**src/rtl/mem_wb_stage.sv**
```systemverilog
// MEM/WB pipeline stage: ALU results pass straight to write-back; loads/stores go through a single-outstanding memory access.
// Latency: 1 cycle for non-memory ops; memory ops take 1 issue cycle plus the ACCESS cycles until mem_ready.
// Backpressure: freeze stalls upstream while a memop is issuing or waiting on mem_ready; no timeout.
module mem_wb_stage #(
    parameter int MEM_BASE = 1024,
    parameter int ADDR_W   = 16
) (
    input  logic              clk,
    input  logic              rst,
    input  logic              in_valid,
    input  logic              in_wb_en,
    input  logic              in_mem_r_en,
    input  logic              in_mem_w_en,
    input  logic [31:0]       in_alu_result,
    input  logic [31:0]       in_val_rm,
    input  logic [3:0]        in_dest,
    output logic              freeze,
    output logic              mem_req,
    output logic              mem_we,
    output logic [ADDR_W-1:0] mem_addr,
    output logic [31:0]       mem_wdata,
    input  logic              mem_ready,
    input  logic [31:0]       mem_rdata,
    output logic              wb_en,
    output logic [3:0]        wb_dest,
    output logic [31:0]       wb_value
);

    typedef enum logic {IDLE = 1'b0, ACCESS = 1'b1} state_t;

    localparam logic [ADDR_W+1:0] BASE_L = (ADDR_W+2)'(MEM_BASE);

    state_t              state_q, state_d;
    logic                h_we_q, h_we_d;
    logic [ADDR_W-1:0]   h_addr_q, h_addr_d;
    logic [31:0]         h_wdata_q, h_wdata_d;
    logic [3:0]          h_dest_q, h_dest_d;
    logic                h_wb_en_q, h_wb_en_d;
    logic                wb_en_q, wb_en_d;
    logic [3:0]          wb_dest_q, wb_dest_d;
    logic [31:0]         wb_value_q, wb_value_d;

    logic                memop;
    logic                addr_borrow;
    logic [ADDR_W-1:0]   word_addr;

    assign memop = in_valid & (in_mem_r_en | in_mem_w_en);

    // Only bits [ADDR_W+1:0] of the difference matter; the borrow out of the byte offset keeps it exact mod 2^32.
    assign addr_borrow = in_alu_result[1:0] < BASE_L[1:0];
    assign word_addr   = in_alu_result[ADDR_W+1:2] - BASE_L[ADDR_W+1:2]
                       - {{(ADDR_W-1){1'b0}}, addr_borrow};

    always_ff @(posedge clk or posedge rst) begin
        if (rst) begin
            state_q <= IDLE;
        end else begin
            state_q <= state_d;
        end
    end

    always_comb begin
        state_d = state_q;
        case (state_q)
            IDLE:    if (memop)     state_d = ACCESS;
            ACCESS:  if (mem_ready) state_d = IDLE;
            default:                state_d = IDLE;
        endcase
    end

    always_comb begin
        mem_req = 1'b0;
        mem_we  = 1'b0;
        freeze  = 1'b0;
        case (state_q)
            IDLE:    freeze = memop;
            ACCESS: begin
                mem_req = 1'b1;
                mem_we  = h_we_q;
                freeze  = ~mem_ready;
            end
            default: ;
        endcase
    end

    always_comb begin
        h_we_d     = h_we_q;
        h_addr_d   = h_addr_q;
        h_wdata_d  = h_wdata_q;
        h_dest_d   = h_dest_q;
        h_wb_en_d  = h_wb_en_q;
        wb_en_d    = 1'b0;
        wb_dest_d  = wb_dest_q;
        wb_value_d = wb_value_q;
        if (state_q == IDLE) begin
            if (memop) begin
                h_we_d    = in_mem_w_en;
                h_addr_d  = word_addr;
                h_wdata_d = in_val_rm;
                h_dest_d  = in_dest;
                h_wb_en_d = in_wb_en & ~in_mem_w_en;
            end else if (in_valid) begin
                wb_en_d    = in_wb_en;
                wb_dest_d  = in_dest;
                wb_value_d = in_alu_result;
            end
        end else if (mem_ready) begin
            // Held wb_en is already cleared for stores.
            wb_en_d = h_wb_en_q;
            if (!h_we_q) begin
                wb_dest_d  = h_dest_q;
                wb_value_d = mem_rdata;
            end
        end
    end

    always_ff @(posedge clk or posedge rst) begin
        if (rst) begin
            h_we_q     <= 1'b0;
            h_addr_q   <= '0;
            h_wdata_q  <= '0;
            h_dest_q   <= '0;
            h_wb_en_q  <= 1'b0;
            wb_en_q    <= 1'b0;
            wb_dest_q  <= '0;
            wb_value_q <= '0;
        end else begin
            h_we_q     <= h_we_d;
            h_addr_q   <= h_addr_d;
            h_wdata_q  <= h_wdata_d;
            h_dest_q   <= h_dest_d;
            h_wb_en_q  <= h_wb_en_d;
            wb_en_q    <= wb_en_d;
            wb_dest_q  <= wb_dest_d;
            wb_value_q <= wb_value_d;
        end
    end

    assign mem_addr  = h_addr_q;
    assign mem_wdata = h_wdata_q;
    assign wb_en     = wb_en_q;
    assign wb_dest   = wb_dest_q;
    assign wb_value  = wb_value_q;

endmodule

```
**config.mk**
```make
export PLATFORM = sky130hd
export DESIGN_NAME = mem_wb_stage
export DESIGN_NICKNAME = d
export VERILOG_FILES = /design/src/rtl/mem_wb_stage.sv
export SDC_FILE = /design/constraint.sdc
export NUM_CORES = 1
export LEC_CHECK = 0
export CAP_MARGIN = 20
export CELL_PAD_IN_SITES_DETAIL_PLACEMENT = 1
export CELL_PAD_IN_SITES_GLOBAL_PLACEMENT = 1
export CORE_ASPECT_RATIO = 0.5
export CORE_UTILIZATION = 31
export CTS_BUF_LIST = sky130_fd_sc_hd__clkbuf_8
export DETAILED_ROUTE_END_ITERATION = 12
export PLACE_DENSITY_LB_ADDON = 0.1
export SLEW_MARGIN = 20
export SYNTH_ARGS = -nofsm -noshare
export SYNTH_HDL_FRONTEND = slang
export SYNTH_SLANG_ARGS = --single-unit
```
**constraint.sdc**
```tcl
create_clock -name clk -period 3.6 [get_ports clk]
set_clock_uncertainty 0.2 [all_clocks]
set_input_delay 0.72 -clock clk [delete_from_list [all_inputs] [get_ports clk]]
set_output_delay 0.72 -clock clk [all_outputs]
set_load 0.02 [all_outputs]
```
==> results of run 1 <==
==> how the worst max path moves through the flow <==
stage,startpoint,to,slack [ps],cells after the start
CTS,in_valid,freeze,240,5
global placement,in_alu_result[9],mem_addr[11],310,8
finish,in_valid,freeze,230,5
detailed placement,in_alu_result[9],mem_addr[11],230,8
global route,in_valid,freeze,130,5
floorplan,rst,h_dest_q[0],290,1
==> state kept, by name, summed over array words and instances, names as in the netlist <==
signal / count
wb_value: 32
wb_en: 1
state_q: 1
h_wb_en_q: 1
mem_wdata: 32
h_dest_q: 4
wb_dest: 4
mem_addr: 16
h_we_q: 1
==> critical path, delay by kind of cell <==
family                 cells  cell delay, ps
buffers and inverters      2            1130
and+or+nand+nor            1             390
AOI/OAI and AO/OA          2             210
==> where the power goes <==
| group | internal, mW | leakage, nW | switching [mW] |
|---|---|---|---|
| Clock | 0.320 | 0.0984 | 0.390 |
| Sequential | 1.33 | 1.13 | 0.170 |
| Combinational | 0.782 | 1.77 | 0.832 |
==> layout make-up <==
| cell class | count | area, um2 | area share |
|---|---|---|---|
| Inverter | 12 | 47.5 | 0.00722 |
| Clock inverter | 7 | 70.1 | 0.0106 |
| Sequential cell | 92 | 2300 | 0.350 |
| Multi-Input combinational cell | 323 | 1810 | 0.275 |
| Timing Repair Buffer | 201 | 2020 | 0.307 |
| Clock buffer | 9 | 124 | 0.0188 |
| Tap cell | 170 | 213 | 0.0323 |
==> layout by cell type (no fill, tap or decap), types with 2 or more instances in the layout <==
cell type,count
clkdlybuf4s50_1,194
nand2_1,163
dfrtp_1,91
o21ai_0,47
mux2i_1,38
inv_1,13
nor2_1,10
clkbuf_8,9
ha_1,8
buf_4,5
a21oi_1,4
nand3_1,4
nand3b_1,3
xnor2_1,3
a31oi_1,3
or3_1,3
and3_1,2
o211ai_1,2
a21o_1,2
a211oi_1,2
o31ai_1,2
nor3_1,2
xor2_1,2
clkinvlp_4,2
buf_12,2
==> per-layer routing <==
metal  GRT usage  up-vias  share of wire
met1       0.234     1792           0.46
met2       0.303      111           0.45
met5           0        -              0
li1            -     1871              -
met3      0.0736       10          0.080
met4      0.0400        0         0.0081
==> kinds of logic after synthesis <==
logic type               Yosys count
AO/OA/AOI/OAI                     73
XOR/XNOR                           5
adder cells (fa/ha/maj)            8
buffers and inverters             36
flip-flops                        92
multiplexers                      39
AND/OR/NAND/NOR                  198
==> through the flow <==
stage	util	area [um2]	cells
2_1_floorplan	-	4240	451
3_3_place_gp	0.492	6390	798
3_5_place_dp	0.492	6390	798
4_1_cts	0.507	6590	814
5_1_grt	0.507	6590	814
6_report	0.507	6590	814
==> Yosys cell counts, types with 2 or more instances <==
cell type and instances:
ha_1 8, nor2b_1 2, buf_1 2, clkbuf_1 18
a211oi_1 2, nand3b_1 3, a21oi_1 4, xor2_1 2
xnor2_1 3, nor3_1 2, nor2_1 10, nand3_1 4
dfrtp_1 92, o21ai_0 47, nand2_1 163, a31oi_1 4
o211ai_1 2, o31ai_1 2, a21o_1 2, inv_1 12
or3_1 3, and3_1 2, clkbuf_8 2, mux2i_1 38
==> flow_summary.toml, run 1 <==
[run_status]
status = "complete, no violations"

[timing]
worst_slack_ps = 233
rsz0062_at_grt = "false"
fin_crit_sh = 0.935
fin_crit_ps = 3370
drv_slew = 0
setup_viol = 0
worst_pin_slew_ps = 673
fmax_mhz = 297
worst_hold_slack_ps = 279
finalSetupTns_ps = 0
max_slew_margin = 0.552
hold_viol_final = 0

[worst_hold_path]
whs_path_depth = 2
hold_end = "mem_wdata[25]"
hold_start = "mem_wdata[25]"
hold_path.class = "reg -> reg"

[final_layout]
nets = 754
drive_gt1_frac = 0.0481
diodes = 0
syn_to_final_growth_pct = 55.3
nFillCells = 1485

[pwr]
power_density_mw_per_mm2 = 581
vdd_ir_drop_max_mv = 0.265
p_leak_nw = 3.00
power.total_mw = 3.82

[floorplan]
pin_count = 195
design.die.area_mm2 = 0.0142
die_w_um = 167
rows = 29
core_mm2 = 0.0130
start_util = 0.326
chipHeight_um = 84.7

[clock_network]
cts_made_buffers = 9
cts_root_buffer = "clkbuf_8"
ctsHoldBuffers = 0
cts_buffer_depth = 2
cts_resized = 0
post_cts_buffers = 0
clock_latency_ps = 370
htreeDepth = 3
cts.sink_count = 92
clk_pin_slew_ps = 100
cts_tree = "built"

[setup_path]
path_cells = "clkdlybuf4s50_1 -> nor2b_1 -> o21ai_4 -> o21ai_0 -> clkdlybuf4s50_1"
cp_slowest_cell = "clkdlybuf4s50_1"
critPathMostFrequentCell = "clkdlybuf4s50_1"
worst_setup_path_start_kind = "primary input"
cp.arrival_ps = 2450
critical_path_required_ps = 2680
path_class = "in -> out"
crit_path_end_kind = "primary output"
r2r_start = "state_q"
r2r_setup_slack_ps = 1110
r2r_cells = 5
reg2reg_to = "mem_addr[8]"
path_max_fanout = 4
critical-path-max-stage-delay_ps = 640

[logic_synthesis]
synth_top_family_by_area = "simple AND/OR/NAND/NOR gates"
synthXorXnorAreaFrac = 0.0103
async_reset_ff_frac = 1.00
yosysSeqAreaShare = 0.543
synthFlopType = "dfrtp_1"
synth-compound-area-share = 0.0991
yosys.area_share.adder = 0.0236
synth_edf_count = 0
yosys_warnings = 0
synth_fp_nets = 566
yosys.area_share.simple = 0.193
synthMuxAreaShare = 0.0924
syn-cell-area_mm2 = 0.00424
syn_area_per_cell_um2 = 9.40
syn-instance-count = 451
synth_top_area_frac = 0.543
synthTopCellsByArea = "dfrtp_1, nand2_1, mux2i_1, o21ai_0, ha_1"
synth_cell_types = 46
ys_ff_latch = 92
synth_top_cell_by_area = "dfrtp_1"

[global_routing]
grt_usage = 0.186
grt_pass1_vias = 3987
grt_pass1_wl_um = 20500
antenna_found_initial = 1
grt_overflow = 0
grt_max_degree = 63

[detailed_routing]
ant_nets = 0
drt_iter0_drc = 149
avgRoutedWirePerCell_um = 15.5
drcViolationCount = 0
totalWireLength_um = 12600
drtPass1Iterations = 4
vias = 3784
viasPerCell = 4.65

[placement]
dp_hpwl_um = 9150
preCtsSetupSlack_ps = 232
place.gp.congestion = 0.766
portBuffers = 194

[flow_run]
drv_cap = 0
No activity file was read; power rests on OpenSTA's default activity.
==> inputs of run 2 (changes only) <==
Settings changed: CTS_BUF_LIST sky130_fd_sc_hd__clkbuf_8 to sky130_fd_sc_hd__clkbuf_2 sky130_fd_sc_hd__clkbuf_4 sky130_fd_sc_hd__clkbuf_8, CTS_CLUSTER_DIAMETER from default to 150.
==> run 2 against run 1 <==
Net effect: global-route usage did not move; combinational power barely moved; cell count did not move; non-clock buffer count did not move; count of clock-buffer cells in the layout rose by 2; sequential share of layout area barely moved; utilization rose by 0.058 points.
==> flow_summary.toml, run 2 (same netlist as run 1, synthesis figures left out) <==
[setup_path]
worst-path-stages = 5
worst_setup_path_start_kind = "primary input"
path_class = "in -> out"
critical_path_required_ps = 2680
r2r_start = "state_q"
path_cells = "clkdlybuf4s50_1 -> nor2b_1 -> o21ai_4 -> o21ai_0 -> clkdlybuf4s50_1"
cp_slowest_cell = "clkdlybuf4s50_1"
cp_top_family = "buffers and inverters"
r2r_cells = 5
critical-path-max-stage-delay_ps = 640
reg2reg_to = "mem_addr[8]"
path_buf_inv = 2
critPathMostFrequentCell = "clkdlybuf4s50_1"
crit_path_end_kind = "primary output"
path_max_fanout = 4
r2r_setup_slack_ps = 1120
cp.arrival_ps = 2450

[global_routing]
grt_pass1_vias = 3987
grt_usage = 0.186
grt_pass1_wl_um = 20500
grt_overflow = 0
antenna_found_initial = 1
grt_max_degree = 63

[timing]
worst_pin_slew_ps = 668
rsz0062_at_grt = "false"
fin_crit_sh = 0.935
drv_slew = 0
fmax_mhz = 297
finalSetupTns_ps = 0
fin_crit_ps = 3370
setup_viol = 0
max_slew_margin = 0.555
hold_viol_final = 0

[worst_hold_path]
hold_start = "mem_wdata[9]"
hold_end = "mem_wdata[9]"
hold_path.class = "reg -> reg"
whs_path_depth = 2

[flow_run]
drv_cap = 0

[floorplan]
chipHeight_um = 84.7
rows = 29
core_mm2 = 0.0130
start_util = 0.326
die_w_um = 167
design.die.area_mm2 = 0.0142
pin_count = 195

[placement]
post_dp_cell_area_mm2 = 0.00639
portBuffers = 194
dp_hpwl_um = 9150
placed_cells = 798
place.gp.congestion = 0.766

[final_layout]
diodes = 0
layout_commonest_cell = "clkdlybuf4s50_1"
drive_gt1_frac = 0.0512
final_cells = 814
nets = 754
syn_to_final_growth_pct = 55.5
seq_area_mm2 = 0.00230
layout_common_cells = "clkdlybuf4s50_1, nand2_1, dfrtp_1"
multi_input_comb_area_mm2 = 0.00181
final_area_mm2 = 0.00659
nFillCells = 1482

[detailed_routing]
totalWireLength_um = 12600
drtPass1Iterations = 4
avgRoutedWirePerCell_um = 15.5
ant_nets = 0
drcViolationCount = 0
drt_iter0_drc = 163
viasPerCell = 4.65
vias = 3785

[clock_network]
clk_pin_slew_ps = 90
cts_made_buffers = 9
cts.sink_count = 92
cts_tree = "built"
cts_root_buffer = "clkbuf_8"
cts_buffer_depth = 2
cts_resized = 0
post_cts_buffers = 0
ctsHoldBuffers = 0
clock_latency_ps = 370
htreeDepth = 3

[pwr]
p_leak_nw = 3.00
power_density_mw_per_mm2 = 583
vdd_ir_drop_max_mv = 0.265

[run_status]
status = "complete, no violations"
==> run 2: cell count changes in the layout (fill, tap and decap cells not counted) <==
cell | previous run | this run
clkbuf_4 | 0 | 2
inv_1 | 13 | 11
==> run 2: cell type report <==
class,instances,share of cell area
Clock inverter,5,0.00949
Multi-Input combinational cell,323,0.274
Inverter,12,0.00721
Tap cell,170,0.0323
Timing Repair Buffer,201,0.306
Clock buffer,11,0.0211
Sequential cell,92,0.349
==> run 2: worst max path at each step <==
stage / from / end
after floorplan: rst / h_dest_q[0]
after global placement: in_alu_result[9] / mem_addr[11]
after detailed placement: in_alu_result[9] / mem_addr[11]
after CTS: in_valid / freeze
after global routing: in_valid / freeze
final: in_valid / freeze
==> run 2: tightest hold or removal path: cells and delay by family, from the launching register on <==
family	cells	cell delay, ps
simple gates	2	100
flops	1	350
==> run 2: power breakdown <==
group | switching, mW | internal [mW] | leakage (nW)
registers | 0.170 | 1.33 | 1.13
logic | 0.832 | 0.782 | 1.77
clock network | 0.390 | 0.341 | 0.0970
total | 1.39 | 2.45 | 3.00
==> run 2: through the flow <==
| step | worst slack (ps) | total power, mW | util | hold slack [ps] |
|---|---|---|---|---|
| 2_1_floorplan | 288 | 2.28 | - | 239 |
| 3_3_place_gp | 307 | 3.12 | 0.492 | 251 |
| 3_5_place_dp | 232 | 3.16 | 0.492 | 262 |
| 4_1_cts | 236 | 3.91 | 0.508 | 286 |
| 5_1_grt | 130 | 4.09 | 0.508 | 305 |
| 6_report | 233 | 3.84 | 0.508 | 279 |
==> run 2: layer usage <==
| metal | up-vias | track usage | routed length (um) |
|---|---|---|---|
| li1 | 1871 | - | - |
| met1 | 1790 | 0.234 | 5740 |
| met2 | 114 | 0.303 | 5760 |
| met3 | 10 | 0.0736 | 1030 |
| met4 | 0 | 0.0400 | 103 |
| met5 | - | 0 | 0 |
